--- src/rtl/csr_pipe_chain.sv ---
// CSR sideband pipeline: ID -> STAGES registered stages with per-stage stall/flush,
// in-flight CSR write hazard detection, pending-write count and retire commit strobe.
module csr_pipe_chain #(
  parameter int STAGES = 3,
  parameter int ADDR_W = 12,
  parameter int DATA_W = 32,
  localparam int CNT_W = $clog2(STAGES + 1)
) (
  input  logic                       clk,
  input  logic                       rst_n,
  input  logic                       csr_valid_id,
  input  logic [ADDR_W-1:0]          csr_addr_id,
  input  logic [DATA_W-1:0]          csr_zimm_id,
  input  logic                       csr_zimm_or_reg_id,
  input  logic                       csr_write_en_id,
  input  logic [STAGES-1:0]          stall,
  input  logic [STAGES-1:0]          flush,
  output logic [STAGES-1:0]          csr_valid_stg,
  output logic [STAGES*ADDR_W-1:0]   csr_addr_stg,
  output logic [STAGES*DATA_W-1:0]   csr_zimm_stg,
  output logic [STAGES-1:0]          csr_zsel_stg,
  output logic [STAGES-1:0]          csr_we_stg,
  output logic                       csr_raw_hazard,
  output logic [STAGES-1:0]          csr_raw_stage,
  output logic [CNT_W-1:0]           csr_wr_pending,
  output logic                       csr_commit
);

  logic [STAGES-1:0]             valid_q;
  logic [STAGES-1:0][ADDR_W-1:0] addr_q;
  logic [STAGES-1:0][DATA_W-1:0] zimm_q;
  logic [STAGES-1:0]             zsel_q;
  logic [STAGES-1:0]             we_q;

  logic [STAGES-1:0]             hold;
  logic [STAGES-1:0]             bubble;
  logic [STAGES-1:0]             up_valid;
  logic [STAGES-1:0][ADDR_W-1:0] up_addr;
  logic [STAGES-1:0][DATA_W-1:0] up_zimm;
  logic [STAGES-1:0]             up_zsel;
  logic [STAGES-1:0]             up_we;
  logic [STAGES-1:0]             match;

  // A stall anywhere downstream freezes every stage above it.
  always_comb begin
    logic acc;
    acc  = 1'b0;
    hold = '0;
    for (int k = STAGES - 1; k >= 0; k--) begin
      acc     = acc | stall[k];
      hold[k] = acc;
    end
  end

  // Stage 0 is fed from ID with fields zeroed for invalid instructions.
  assign up_valid[0] = csr_valid_id;
  assign up_addr[0]  = csr_valid_id ? csr_addr_id : '0;
  assign up_zimm[0]  = csr_valid_id ? csr_zimm_id : '0;
  assign up_zsel[0]  = csr_valid_id & csr_zimm_or_reg_id;
  assign up_we[0]    = csr_valid_id & csr_write_en_id;
  assign bubble[0]   = 1'b0;

  for (genvar gk = 1; gk < STAGES; gk++) begin : g_link
    assign up_valid[gk] = valid_q[gk-1];
    assign up_addr[gk]  = addr_q[gk-1];
    assign up_zimm[gk]  = zimm_q[gk-1];
    assign up_zsel[gk]  = zsel_q[gk-1];
    assign up_we[gk]    = we_q[gk-1];
    assign bubble[gk]   = hold[gk-1];
  end

  always_ff @(posedge clk or negedge rst_n) begin
    if (!rst_n) begin
      valid_q <= '0;
      addr_q  <= '0;
      zimm_q  <= '0;
      zsel_q  <= '0;
      we_q    <= '0;
    end else begin
      for (int k = 0; k < STAGES; k++) begin
        if (!hold[k]) begin
          if (flush[k] || bubble[k]) begin
            valid_q[k] <= 1'b0;
            addr_q[k]  <= '0;
            zimm_q[k]  <= '0;
            zsel_q[k]  <= 1'b0;
            we_q[k]    <= 1'b0;
          end else begin
            valid_q[k] <= up_valid[k];
            addr_q[k]  <= up_addr[k];
            zimm_q[k]  <= up_zimm[k];
            zsel_q[k]  <= up_zsel[k];
            we_q[k]    <= up_we[k];
          end
        end
      end
    end
  end

  always_comb begin
    match = '0;
    for (int k = 0; k < STAGES; k++) begin
      match[k] = valid_q[k] & we_q[k] & (addr_q[k] == csr_addr_id) & csr_valid_id;
    end
  end

  always_comb begin
    csr_wr_pending = '0;
    for (int k = 0; k < STAGES; k++) begin
      csr_wr_pending = csr_wr_pending + CNT_W'(valid_q[k] & we_q[k]);
    end
  end

  assign csr_valid_stg  = valid_q;
  assign csr_addr_stg   = addr_q;
  assign csr_zimm_stg   = zimm_q;
  assign csr_zsel_stg   = zsel_q;
  assign csr_we_stg     = we_q & valid_q;
  assign csr_raw_hazard = |match;
  // Isolate the youngest matching stage.
  assign csr_raw_stage  = match & (~match + STAGES'(1));
  assign csr_commit     = valid_q[STAGES-1] & we_q[STAGES-1] & ~stall[STAGES-1];

endmodule
--- config.mk ---
export PLATFORM = sky130hd
export DESIGN_NAME = csr_pipe_chain
export DESIGN_NICKNAME = d
export VERILOG_FILES = /design/src/rtl/csr_pipe_chain.sv
export SDC_FILE = /design/constraint.sdc
export NUM_CORES = 1
export LEC_CHECK = 0
export BUFFER_PORTS_ARGS = -buffer_cell sky130_fd_sc_hd__buf_2
export CORE_ASPECT_RATIO = 1.1
export CORE_UTILIZATION = 40
export DETAILED_ROUTE_END_ITERATION = 16
export GPL_TIMING_DRIVEN = 0
export PLACE_DENSITY = 0.74
export SETUP_SLACK_MARGIN = 0.05
export SLEW_MARGIN = 10
export SYNTH_ARGS = -nofsm -noshare
export SYNTH_HDL_FRONTEND = slang
export SYNTH_SLANG_ARGS = --single-unit
--- constraint.sdc ---
create_clock -name clk -period 2.4 [get_ports clk]
set_input_delay 0.24 -clock clk [delete_from_list [all_inputs] [get_ports clk]]
set_output_delay 0.24 -clock clk [all_outputs]
set_load 0.01 [all_outputs]
# Word-level counts from Yosys, hierarchy flattened
# Index checks and enable logic that the tools add are counted.
# word_totals
ff_bits	141
inputBits	55
out_inout_bits	148
# op_classes
add_sub_neg	3
n_eq_ne	3
muxes	17
bitwise	21
n_reduce_logical	3
# ops
op	count
$mux W32	4
$mux W12	4
$eq A12 B12 Y1	3
$and A1 B1 Y1	15
$mux W1	9
$and A3 B3 Y3	2
$add A3 B1 Y3 const B	1
$not A3 Y3	1
$reduce_or A3 Y1	1
$add A1 B1 Y2	1
$add A2 B1 Y2	1
$logic_or A1 B1 Y1	2
$or A1 B1 Y1	2
$not A1 Y1	1

# Longest topological paths before layout
# logic_depth
ltp_word	6
mapped_depth	5
ltp_nobuf	4

# Least setup slack after synthesis
# No wires, ideal clock.
# synth_timing
kind	register to output
start	register addr_q (netlist bit csr_addr_stg[27])
end	output port csr_raw_stage[2]
t_arrival_ns	1.417
t_required_ns	2.160
path_slack_ns	0.743
stages_incl_launch_ff	5
path_cell_list	dfrtp_1 -> xnor2_1 -> nand4_1 -> or4_1 -> nor3b_2
# synth_via
elab_chain_cells	6
# synth_lines
element	line_no	rtl
start, declared	30	logic [STAGES-1:0][ADDR_W-1:0] addr_q;
start signal, assigned by index	90	addr_q[k] <= up_addr[k];
$eq A12 B12 Y1 (*)	103	match[k] = valid_q[k] & we_q[k] & (addr_q[k] == csr_addr_id) & csr_valid_id;
$and A1 B1 Y1 (*) (2 in series)	103	
$not A3 Y3	121	assign csr_raw_stage = match & (~match + STAGES'(1));
$add A3 B1 Y3	121	
$and A3 B3 Y3 (*)	121	
end, declared	24	output logic [STAGES-1:0] csr_raw_stage,
# Every way passes the cells marked *; elsewhere a longest branch is shown, timed or not.

# Worst setup path after layout
# layout_timing
start	register addr_q (netlist bit csr_addr_stg[18])
end	output port csr_raw_stage[2]
# layout_via
elab_chain_cells	6
# layout_lines
element	line_no
$eq A12 B12 Y1	103
$and A1 B1 Y1 (2 in series)	103
$not A3 Y3	121
$add A3 B1 Y3	121
$and A3 B3 Y3	121
# No other way between the ends.

==> impl_metrics.ini <==
[synth]
yosys_most_used_dff = dfrtp_1
yosysTopAreaCell = dfrtp_1
synth_area_um2 = 5440
synth-compound-area-share_pct = 22.7
syn_nets = 432
yosysMostFrequentCell = dfrtp_1
synth_adder_area_share_pct = 0.368
synth.distinct_cells = 20
synth_top_area_share_pct = 64.9
syn_inst = 376
async_reset_ff_share_pct = 100
synth_simple_gate_area_share_pct = 3.24
ys_ff_latch = 141
synth_area_per_cell_um2 = 14.5
synth_top_family_by_area = compound AO/OA/AOI/OAI gates
synth-edff-count = 0
ys_warn_count = 0
synth_xor_area_share_pct = 5.80
muxShareOfSynthArea_pct = 0
yosysSeqAreaShare_pct = 64.9
ys_top_cells_by_area = dfrtp_1 (65%), a22o_1 (23%), xnor2_1 (5.8%), buf_2 (1.0%), clkbuf_1 (0.83%)
synth_common_cells = dfrtp_1 (141), a22o_1 (140), xnor2_1 (36)

[outcome]
outcome = finished, final reports clean

[clocking]
cts_buffer_depth = 2
root_buffer = clkbuf_16
postCtsSetupRepairBufs = 0
cts_tree = built
cts_sinks = 141
clk_pin_slew_ns = 0.06
cts_max_level = 4
cts_buffers = 17
insertion_delay_ns = 0.42

[final_layout]
drive_gt1_share_pct = 42.3
area_growth_pct = 34.8
num_antenna_cells = 0
layout.nets = 655

[sta]
worstMarginPinSlew_ns = 0.760
fin_crit_sh_pct = 94.6
rsz0062_at_grt = yes
worst_slack_ns = 0.130
worst_clock_skew_ns = 0.00731
layout_min_cycle_time_ns = 2.27
finalHoldViolCount = 0
fmax_ghz = 0.440
slew_headroom_pct = 49.3
setup_viol = 0
slew_viol_final = 0

[place]
dp_hpwl_um = 10600
gp_congestion = 0.814
pre_cts_ws_ns = 0.529
numPortBuffers = 202

[drt]
highest_layer = met4
viasPerCell = 5.50
wl_met1_um = 6440
totalWireLength_um = 14800
vias = 4250
routedWlPerCell_um = 19.2
post-route-drc-count = 0
wl_met3_um = 1040
ant_nets = 0
dr_wl_met2_um = 7070
drt_iter0_drc = 217
firstDrtPassIters = 4

[floorplanning]
core_um2 = 13200
core.rowCount = 44
ios = 203
die_h_um = 124
die_w_um = 113
die_area_um2 = 14100
start_util_pct = 41.2

[worst_hold_path]
holdCritPathClass = in2reg

[setup_path]
crit_family = simple AND/OR/NAND/NOR gates
cp.arrival_ns = 2.03
cp-start-kind = flip-flop
crit_path_max_fanout = 4
path_buf_inv = 1
slowest_delay_ns = 0.55
cpMaxStageDelayCell = or4_4
endpoint_kind = primary output
path_class = reg2out
critical_path_required_ns = 2.16
r2r_setup_slack_ns = 1.61
critical_path.cell_chain = xnor2_1 -> nand4_1 -> or4_4 -> nor3b_2 -> buf_2

[power]
p_total_mw = 5.78
peakVddDrop_v = 0.000524
seq_power_share_pct = 44.8
powerDensity_nw_per_um2 = 789
leakagePower_nw = 3.97
switching_share_pct = 24.4
clockPowerShare_pct = 46.1
p_comb_share_pct = 9.2
p_int_mw = 4.37
net-switching-power_mw = 1.41

[grt]
grt_use_total_pct = 21.9
antenna_found_initial = 0
grt_pass1_wl_um = 23100
grt_max_degree = 85
overflow = 0
grt_pass1_vias = 4207

[run]
drv_cap = 0
[kinds of logic after synthesis]
kind of cell | count (synthesis)
buffers and inverters | 30
AND/OR/NAND/NOR | 27
AO/OA/AOI/OAI | 141
flip-flops | 141
adder cells (fa/ha/maj) | 1
XOR/XNOR | 36
[worst paths after layout]
check                      depth (start not counted)                to             start
setup / recovery                                   5  csr_raw_stage[2]  csr_addr_stg[18]
hold / removal                                     2  csr_zimm_stg[13]   csr_zimm_id[13]
setup reg to reg                                   1  csr_addr_stg[25]  csr_addr_stg[25]
hold reg to reg                                    1           we_q[2]           we_q[2]
max in group asynchronous                          3  csr_addr_stg[25]             rst_n
min in group asynchronous                          2  csr_zimm_stg[58]             rst_n
[power by group through the flow]
stage	Combinational [mW]	Sequential (mW)	Clock [mW]
after detailed placement	0.531	2.63	0
after floorplan	0.202	2.66	0
after global placement	0.515	2.62	0
final	0.530	2.59	2.66
after global routing	0.578	2.60	2.81
after CTS	0.535	2.59	2.72
[timing repair]
item                                   4_1_cts  5_1_grt
setup endpoints to repair                    0        2
hold buffers                                 1        0
endpoints found under the hold margin       83        0
resized for setup                            0        4
[flip-flops by register name, summed over array words and instances, names as in the netlist]
signal,cells
csr_zimm_stg,96
csr_valid_stg,3
we_q,3
csr_zsel_stg,3
csr_addr_stg,36
[per-layer routing]
metal / GRT usage, % / vias to the layer above
li1: - / 1892
met1: 28.8 / 2160
met2: 34.4 / 173
met3: 6.86 / 25
met4: 6.97 / 0
met5: 0 / -
[cells in the final DEF, fill, tap and decap left out, drive strengths merged]
cell type / n
or3: 1
or2: 1
xnor2: 36
nor2b: 1
clkinv: 2
nand4: 6
or4: 2
nand3: 6
bufinv: 2
a22o: 140
buf: 221
clkbuf: 33
dfrtp: 141
fa: 1
nand3b: 1
clkinvlp: 4
a21o: 1
nor4: 1
and2: 3
nor3b: 2
dlygate4sd3: 1
nor2: 3
inv: 3
[stage by stage]
stage / std cells / TNS [ns] / util [%] / hold slack (ns) / instance area (um^2)
2_1_floorplan: 376 / 0 / - / -0.0556 / 5440
3_3_place_gp: 739 / -99.10 / 50.3 / 0.456 / 6650
3_5_place_dp: 740 / 0 / 50.6 / 0.326 / 6680
4_1_cts: 773 / 0 / 55.3 / 0.0120 / 7300
5_1_grt: 773 / 0 / 55.5 / 0.0178 / 7330
6_report: 773 / 0 / 55.5 / 0.0307 / 7330
[area by class of cell]
cell class | count | area, um^2
plain buffers | 30 | 164
clock buffers | 21 | 480
clock inverters | 11 | 130
fillers | 1098 | 5880
multi-input cells | 205 | 1770
flip-flops and latches | 141 | 3530
well taps | 161 | 201
repair buffers | 204 | 1050
Note: power is estimated with default switching activity, not from simulation.
